===== src/rtl/exec_cc_unit.sv =====
// Execute-stage control for the Y86-64 pipeline: drives the ALU function select,
// holds ZF/SF/OF, evaluates cmovXX/jXX conditions and registers the E->M boundary.
module exec_cc_unit #(
  parameter int         W          = 64,
  parameter logic [3:0] ICODE_OPQ  = 4'h6,
  parameter logic [3:0] ICODE_JXX  = 4'h7,
  parameter logic [3:0] ICODE_CMOV = 4'h2
) (
  input  logic         clk,
  input  logic         rst,
  input  logic         valid_in,
  input  logic [3:0]   icode,
  input  logic [3:0]   ifun,
  input  logic [W-1:0] alu_result,
  input  logic         alu_overflow,
  input  logic         stall,
  input  logic         flush,
  input  logic         exc_block,
  output logic [1:0]   alu_ctrl,
  output logic         zf,
  output logic         sf,
  output logic         of,
  output logic         cnd,
  output logic         bad_ifun,
  output logic         m_valid,
  output logic         m_cnd,
  output logic [W-1:0] m_result
);

  // Flow control: an instruction moves into E->M on any edge where valid_in is
  // high and stall is low; stall holds E->M, flush overrides stall with a bubble.
  logic         zf_q, zf_d;
  logic         sf_q, sf_d;
  logic         of_q, of_d;
  logic         m_valid_q, m_valid_d;
  logic         m_cnd_q, m_cnd_d;
  logic [W-1:0] m_result_q, m_result_d;

  logic is_opq;
  logic is_cond;
  logic lt;
  logic cond_eval;
  logic set_cc;

  always_comb begin
    is_opq   = (icode == ICODE_OPQ);
    is_cond  = (icode == ICODE_JXX) || (icode == ICODE_CMOV);
    alu_ctrl = is_opq ? ifun[1:0] : 2'b00;
    bad_ifun = (is_opq && (ifun > 4'd3)) || (is_cond && (ifun > 4'd6));
  end

  // Conditions read the pre-update flags; cond instructions never write CC.
  always_comb begin
    lt        = sf_q ^ of_q;
    cond_eval = 1'b0;
    case (ifun)
      4'd0:    cond_eval = 1'b1;
      4'd1:    cond_eval = lt | zf_q;
      4'd2:    cond_eval = lt;
      4'd3:    cond_eval = zf_q;
      4'd4:    cond_eval = ~zf_q;
      4'd5:    cond_eval = ~lt;
      4'd6:    cond_eval = ~lt & ~zf_q;
      default: cond_eval = 1'b0;
    endcase
    if (!valid_in)     cnd = 1'b0;
    else if (!is_cond) cnd = 1'b1;
    else               cnd = cond_eval;
  end

  always_comb begin
    set_cc = valid_in & is_opq & ~bad_ifun & ~stall & ~flush & ~exc_block & ~rst;
    zf_d   = zf_q;
    sf_d   = sf_q;
    of_d   = of_q;
    if (set_cc) begin
      zf_d = (alu_result == '0);
      sf_d = alu_result[W-1];
      of_d = alu_overflow;
    end
  end

  always_comb begin
    m_valid_d  = m_valid_q;
    m_cnd_d    = m_cnd_q;
    m_result_d = m_result_q;
    if (flush) begin
      m_valid_d  = 1'b0;
      m_cnd_d    = 1'b0;
      m_result_d = '0;
    end else if (!stall) begin
      m_valid_d  = valid_in & ~bad_ifun;
      m_cnd_d    = cnd;
      m_result_d = alu_result;
    end
  end

  always_ff @(posedge clk) begin
    if (rst) begin
      zf_q       <= 1'b1;
      sf_q       <= 1'b0;
      of_q       <= 1'b0;
      m_valid_q  <= 1'b0;
      m_cnd_q    <= 1'b0;
      m_result_q <= '0;
    end else begin
      zf_q       <= zf_d;
      sf_q       <= sf_d;
      of_q       <= of_d;
      m_valid_q  <= m_valid_d;
      m_cnd_q    <= m_cnd_d;
      m_result_q <= m_result_d;
    end
  end

  assign zf       = zf_q;
  assign sf       = sf_q;
  assign of       = of_q;
  assign m_valid  = m_valid_q;
  assign m_cnd    = m_cnd_q;
  assign m_result = m_result_q;

endmodule


===== config.mk =====
export PLATFORM = sky130hd
export DESIGN_NAME = exec_cc_unit
export DESIGN_NICKNAME = d
export VERILOG_FILES = /design/src/rtl/exec_cc_unit.sv
export SDC_FILE = /design/constraint.sdc
export NUM_CORES = 1
export LEC_CHECK = 0
export ABC_CLOCK_PERIOD_IN_PS = 1700
export BUFFER_PORTS_ARGS = -buffer_cell sky130_fd_sc_hd__buf_2
export CORE_MARGIN = 1.5
export CORE_UTILIZATION = 48
export DETAILED_ROUTE_END_ITERATION = 8
export PLACE_DENSITY = 0.85
export RECOVER_POWER = 100
export REMOVE_ABC_BUFFERS = 1
export SLEW_MARGIN = 10
export SYNTH_ARGS = -nofsm -noshare
export SYNTH_HDL_FRONTEND = slang
export SYNTH_SLANG_ARGS = --single-unit

===== constraint.sdc =====
create_clock -name clk -period 1.7 [get_ports clk]
set_input_delay 0.17 -clock clk [delete_from_list [all_inputs] [get_ports clk]]
set_output_delay 0.17 -clock clk [all_outputs]
set_load 0.02 [all_outputs]

---- Word-level counts from Yosys, hierarchy flattened ----
Index checks and enable logic that the tools add are counted.
word-level totals
  register bits after elaboration ......... 69
  bits in latches ......................... 0
  memory bits (writable) .................. 0
  bits in read-only memories .............. 0
  output and inout port bits .............. 73
  logic and storage cells ................. 45
  memories kept ........................... 0
cells by class
  $add $sub $neg .......................... 0
  multipliers ............................. 0
  div/mod/pow operators ................... 0
  magnitude comparators ................... 2
  equality and inequality tests ........... 9
  shift operators ......................... 0
  muxes and demuxes ....................... 4
  bitwise operators ....................... 17
  reductions and logical operators ........ 7
operators with widths
  cell                  count
  $logic_not A64 Y1     1
  $eq A4 B3 Y1 const B  5
  $eq A4 B2 Y1 const B  3
  $and A1 B1 Y1         8
  $not A1 Y1            7
  $pmux W1 S7           1
  $eq A4 B1 Y1 const B  1
  $gt A4 B2 Y1 const B  1
  $gt A4 B3 Y1 const B  1
  $logic_not A4 Y1      1
  $logic_and A1 B1 Y1   2
  $logic_or A1 B1 Y1    2
  $mux W1               2
  $mux W2               1
  $reduce_or A2 Y1      1
  $or A1 B1 Y1          1
  $xor A1 B1 Y1         1

---- Depth between registers and ports, before layout ----
  word-level depth ........................ 10
  depth in mapped cells ................... 5
  depth with buffers taken out ............ 4

---- Least setup slack after synthesis ----
OpenSTA, ideal clock, no wires.
  kind .................................... register to output
  start point ............................. register of_q, in the netlist of
  end point ............................... output cnd
  arrival time ............................ 1177 ps
  data required time ...................... 1530 ps
  slack ................................... 353 ps
  cell stages (with the launch flop) ...... 5
  path through ............................ dfxtp_1 > xor2_1 > a32oi_1 > a31oi_1 > nor2b_1
between the ends
  longest elaborated chain between the ends .. 6
  elaborated cells on any way between the ends .. 7
  those cells by class .................... mux: 3; bitwise: 4
ends and longest elaborated chain
  element                 RTL line  source
  start, declared         34        logic of_q, of_d;
  start signal, assigned  102       of_q <= 1'b0;
  start signal, assigned  109       of_q <= of_d;
  $xor A1 B1 Y1 (*)       54        lt = sf_q ^ of_q;
  $not A1 Y1              62, 63
  $and A1 B1 Y1           63        4'd6: cond_eval = ~lt & ~zf_q;
  $pmux W1 S7 (*)         56        case (ifun)
  $mux W1 (*)             67        else if (!is_cond) cnd = 1'b1;
  $mux W1 (*)             66        if (!valid_in) cnd = 1'b0;
  end, declared           23        output logic cnd,
Every way passes the cells marked *; elsewhere a longest branch is shown, timed or not.

---- Worst setup path in the final report ----
  start point ............................. register zf_q, in the netlist zf
  end point ............................... output cnd
between the ends
  longest elaborated chain between the ends .. 5
  elaborated cells on any way between the ends .. 6
  those cells by class .................... mux: 3; bitwise: 3
ends and longest elaborated chain
  element                 RTL line  source
  start, declared         32        logic zf_q, zf_d;
  start signal, assigned  107       zf_q <= zf_d;
  $not A1 Y1              61, 63
  $and A1 B1 Y1           63
  $pmux W1 S7 (*)         56
  $mux W1 (*)             67
  $mux W1 (*)             66
Marks and branches as above.

==> impl_metrics.ini <==
[run_status]
outcome = completed

[finish]
layout-drive-gt1-share_pct = 24.8
nNetsFinal = 502
antennaDiodeCount = 0
area_delta_synth_final_pct = 33.7
postLayoutCellArea_sq_um = 3700
final_common_cell = buf_2
num-fill-cells = 519
layout.cells.most_common_list = 77 x buf_2, 74 x clkbuf_1, 68 x nor2_1, 68 x dfxtp_1, 66 x mux2i_1

[min_path]
min-delay-start = alu_result[49]
hold_path_class = primary input to register
whs_path_depth = 3
holdPathEnd = m_result[49]

[sta]
rsz0062_at_grt = no
tightestPinTransition_ps = 635
setup_viol = 0
finalSetupTns_ps = 0
fin_skew_ps = 1.59
period_needed_ps = 1620
final_max_slew_viol_count = 0
finalHoldViolCount = 0
fmax_ghz = 0.618
slew_headroom_pct = 57.6
fin_crit_sh_pct = 95.2

[route]
drc = 0
avgViaCountPerCell = 5.12
wirelength_um = 6960
routedWlPerCell_um = 13.9
vias = 2562
drt_iter0_drc = 84
ant_nets = 0
drt_first_pass_iters = 4

[clock_network]
tritoncts = built
post_cts_buffers = 0
clk_path_buf_depth = 2
clk_latency_ps = 320
cts_made_buffers = 9
h-tree-depth = 3
root_buffer = clkbuf_8
clkSinkCount = 69
path_clk_slew_ps = 70

[synth]
synthDistinctLibCells = 33
synth-seq-cells = 69
ys_warn_count = 0
syn-cell-area_sq_um = 2770
synth-seq-area-share_pct = 49.9
synth_cells = 272
avgSynthCellArea_sq_um = 10.2

[critical_path]
regToRegEndpoint = m_cnd
worstPathMaxFanout = 5
worstReg2RegStart = zf
cp_data_arrival_time_ps = 1450
cp_slowest_stage_delay_ps = 340
critPathSlowestCell = dfxtp_2
crit_required_ps = 1530
criticalPathCategory = register to output port
rr_worst_depth = 4
startpoint_type = register
r2r_slack_ps = 630
end_kind = output port
path_cells = nand2b_1 > a211o_1 > a31oi_1 > nor2b_1 > buf_2

[die]
fp.coreArea_sq_um = 5540
dieArea_sq_um = 6240
die_y_um = 79.0
rows = 27
ios = 152
die_w_um = 79.0
initial_core_util_pct = 50.0

[global_route]
grt_pass1_vias = 2467
grt_use_total_pct = 21.9
met3_usage_pct = 5.75
grtUsageMet2_pct = 40.1
grt_pass1_wl_um = 10700
antenna_found_initial = 0
grt-busiest-layer = met2
use_met1_pct = 24.1
grt-ovfl-total = 0
grt_max_degree = 34

[power]
ir_drop_uv = 742
p_total_mw = 3.63
p_leak_nw = 1.69
power-per-cell-area_nw_per_um2 = 980

[run]
cap_violations = 0

[place]
post_dp_cell_area_sq_um = 3590
gp_congestion = 0.771
numPortBuffers = 151
place_hpwl_um = 5250
stage by stage:
step	hold slack, ps	cells	util (%)	setup WS (ps)
detailed placement	422	484	64.8	317
CTS	78.9	500	68.9	27.0
floorplan	242	257	-	353
global route	84.9	500	66.9	1.71
global placement	414	484	64.8	321
finish	87.8	500	66.9	80.8
what timing repair did:
action                     in CTS  in global routing
gates resized for setup         0                  1
setup endpoints to repair       0                  1
hold buffers                    0                  0
where the power goes:
part           switching (mW)  total [mW]  internal, mW  leakage (nW)
Sequential             0.0270        1.69          1.67         0.562
Clock                   0.572        1.47         0.903         0.116
Combinational           0.268       0.462         0.194          1.01
Total                   0.867        3.63          2.76          1.69
synth_stat cells (all sizes together):
master	count	area, sq um
a211o	1	8.76
a21o	1	7.51
a21oi	2	10.0
a22oi	1	7.51
a31oi	2	12.5
a32oi	1	8.76
a41oi	1	8.76
and2	2	15.0
and4bb	1	16.3
buf	14	80.1
clkbuf	1	3.75
dfxtp	69	1380
inv	2	7.51
mux2i	66	661
nand2	1	3.75
nand2b	3	18.8
nand3	2	10.0
nand4	6	52.6
nor2	69	267
nor2b	2	20.0
nor3	1	16.3
nor4	16	100
o21a	1	7.51
o21ai	2	10.0
or2	2	12.5
or3	1	6.26
xnor2	1	8.76
xor2	1	8.76
state kept, by name, summed over array words and instances, names as in the netlist:
| name | count |
|---|---|
| m_cnd | 1 |
| of | 1 |
| sf | 1 |
| m_valid | 1 |
| m_result | 64 |
| zf | 1 |
worst max path at each step:
stage,startpoint,to,slack (ps)
2_1_floorplan,of,cnd,350
3_3_place_gp,alu_result[15],zf,320
3_5_place_dp,alu_result[15],zf,320
4_1_cts,zf,cnd,30
5_1_grt,zf,cnd,2
6_report,zf,cnd,80
critical path: cells and delay by family, from the launching register on:
| family | cells | cell delay, ps |
|---|---|---|
| DFF | 1 | 340 |
| AOI/OAI and AO/OA | 2 | 440 |
| and+or+nand+nor | 2 | 200 |
| buffers and inverters | 1 | 150 |
cell type report:
class | count | area, sq um | area share [%]
Multi-Input combinational cell | 186 | 1280 | 34.6
Clock inverter | 4 | 70.1 | 1.89
Sequential cell | 69 | 1380 | 37.3
Timing Repair Buffer | 155 | 717 | 19.4
Clock buffer | 12 | 155 | 4.19
Tap cell | 72 | 90.1 | 2.43
Inverter | 2 | 7.51 | 0.203
metal layers:
metal,up-vias,share of wire (%)
met5,-,0
met4,0,1.4
met3,9,7.0
met2,104,50
met1,1201,42
li1,1248,-
cells by family after synthesis:
group / after synthesis / synth area share (%)
XOR/XNOR: 2 / 0.632
flip-flops: 69 / 49.9
buffers and inverters: 17 / 3.30
AO/OA/AOI/OAI: 12 / 2.94
multiplexers: 66 / 23.8
AND/OR/NAND/NOR: 106 / 19.4
No activity file was read; power rests on OpenSTA's default activity.
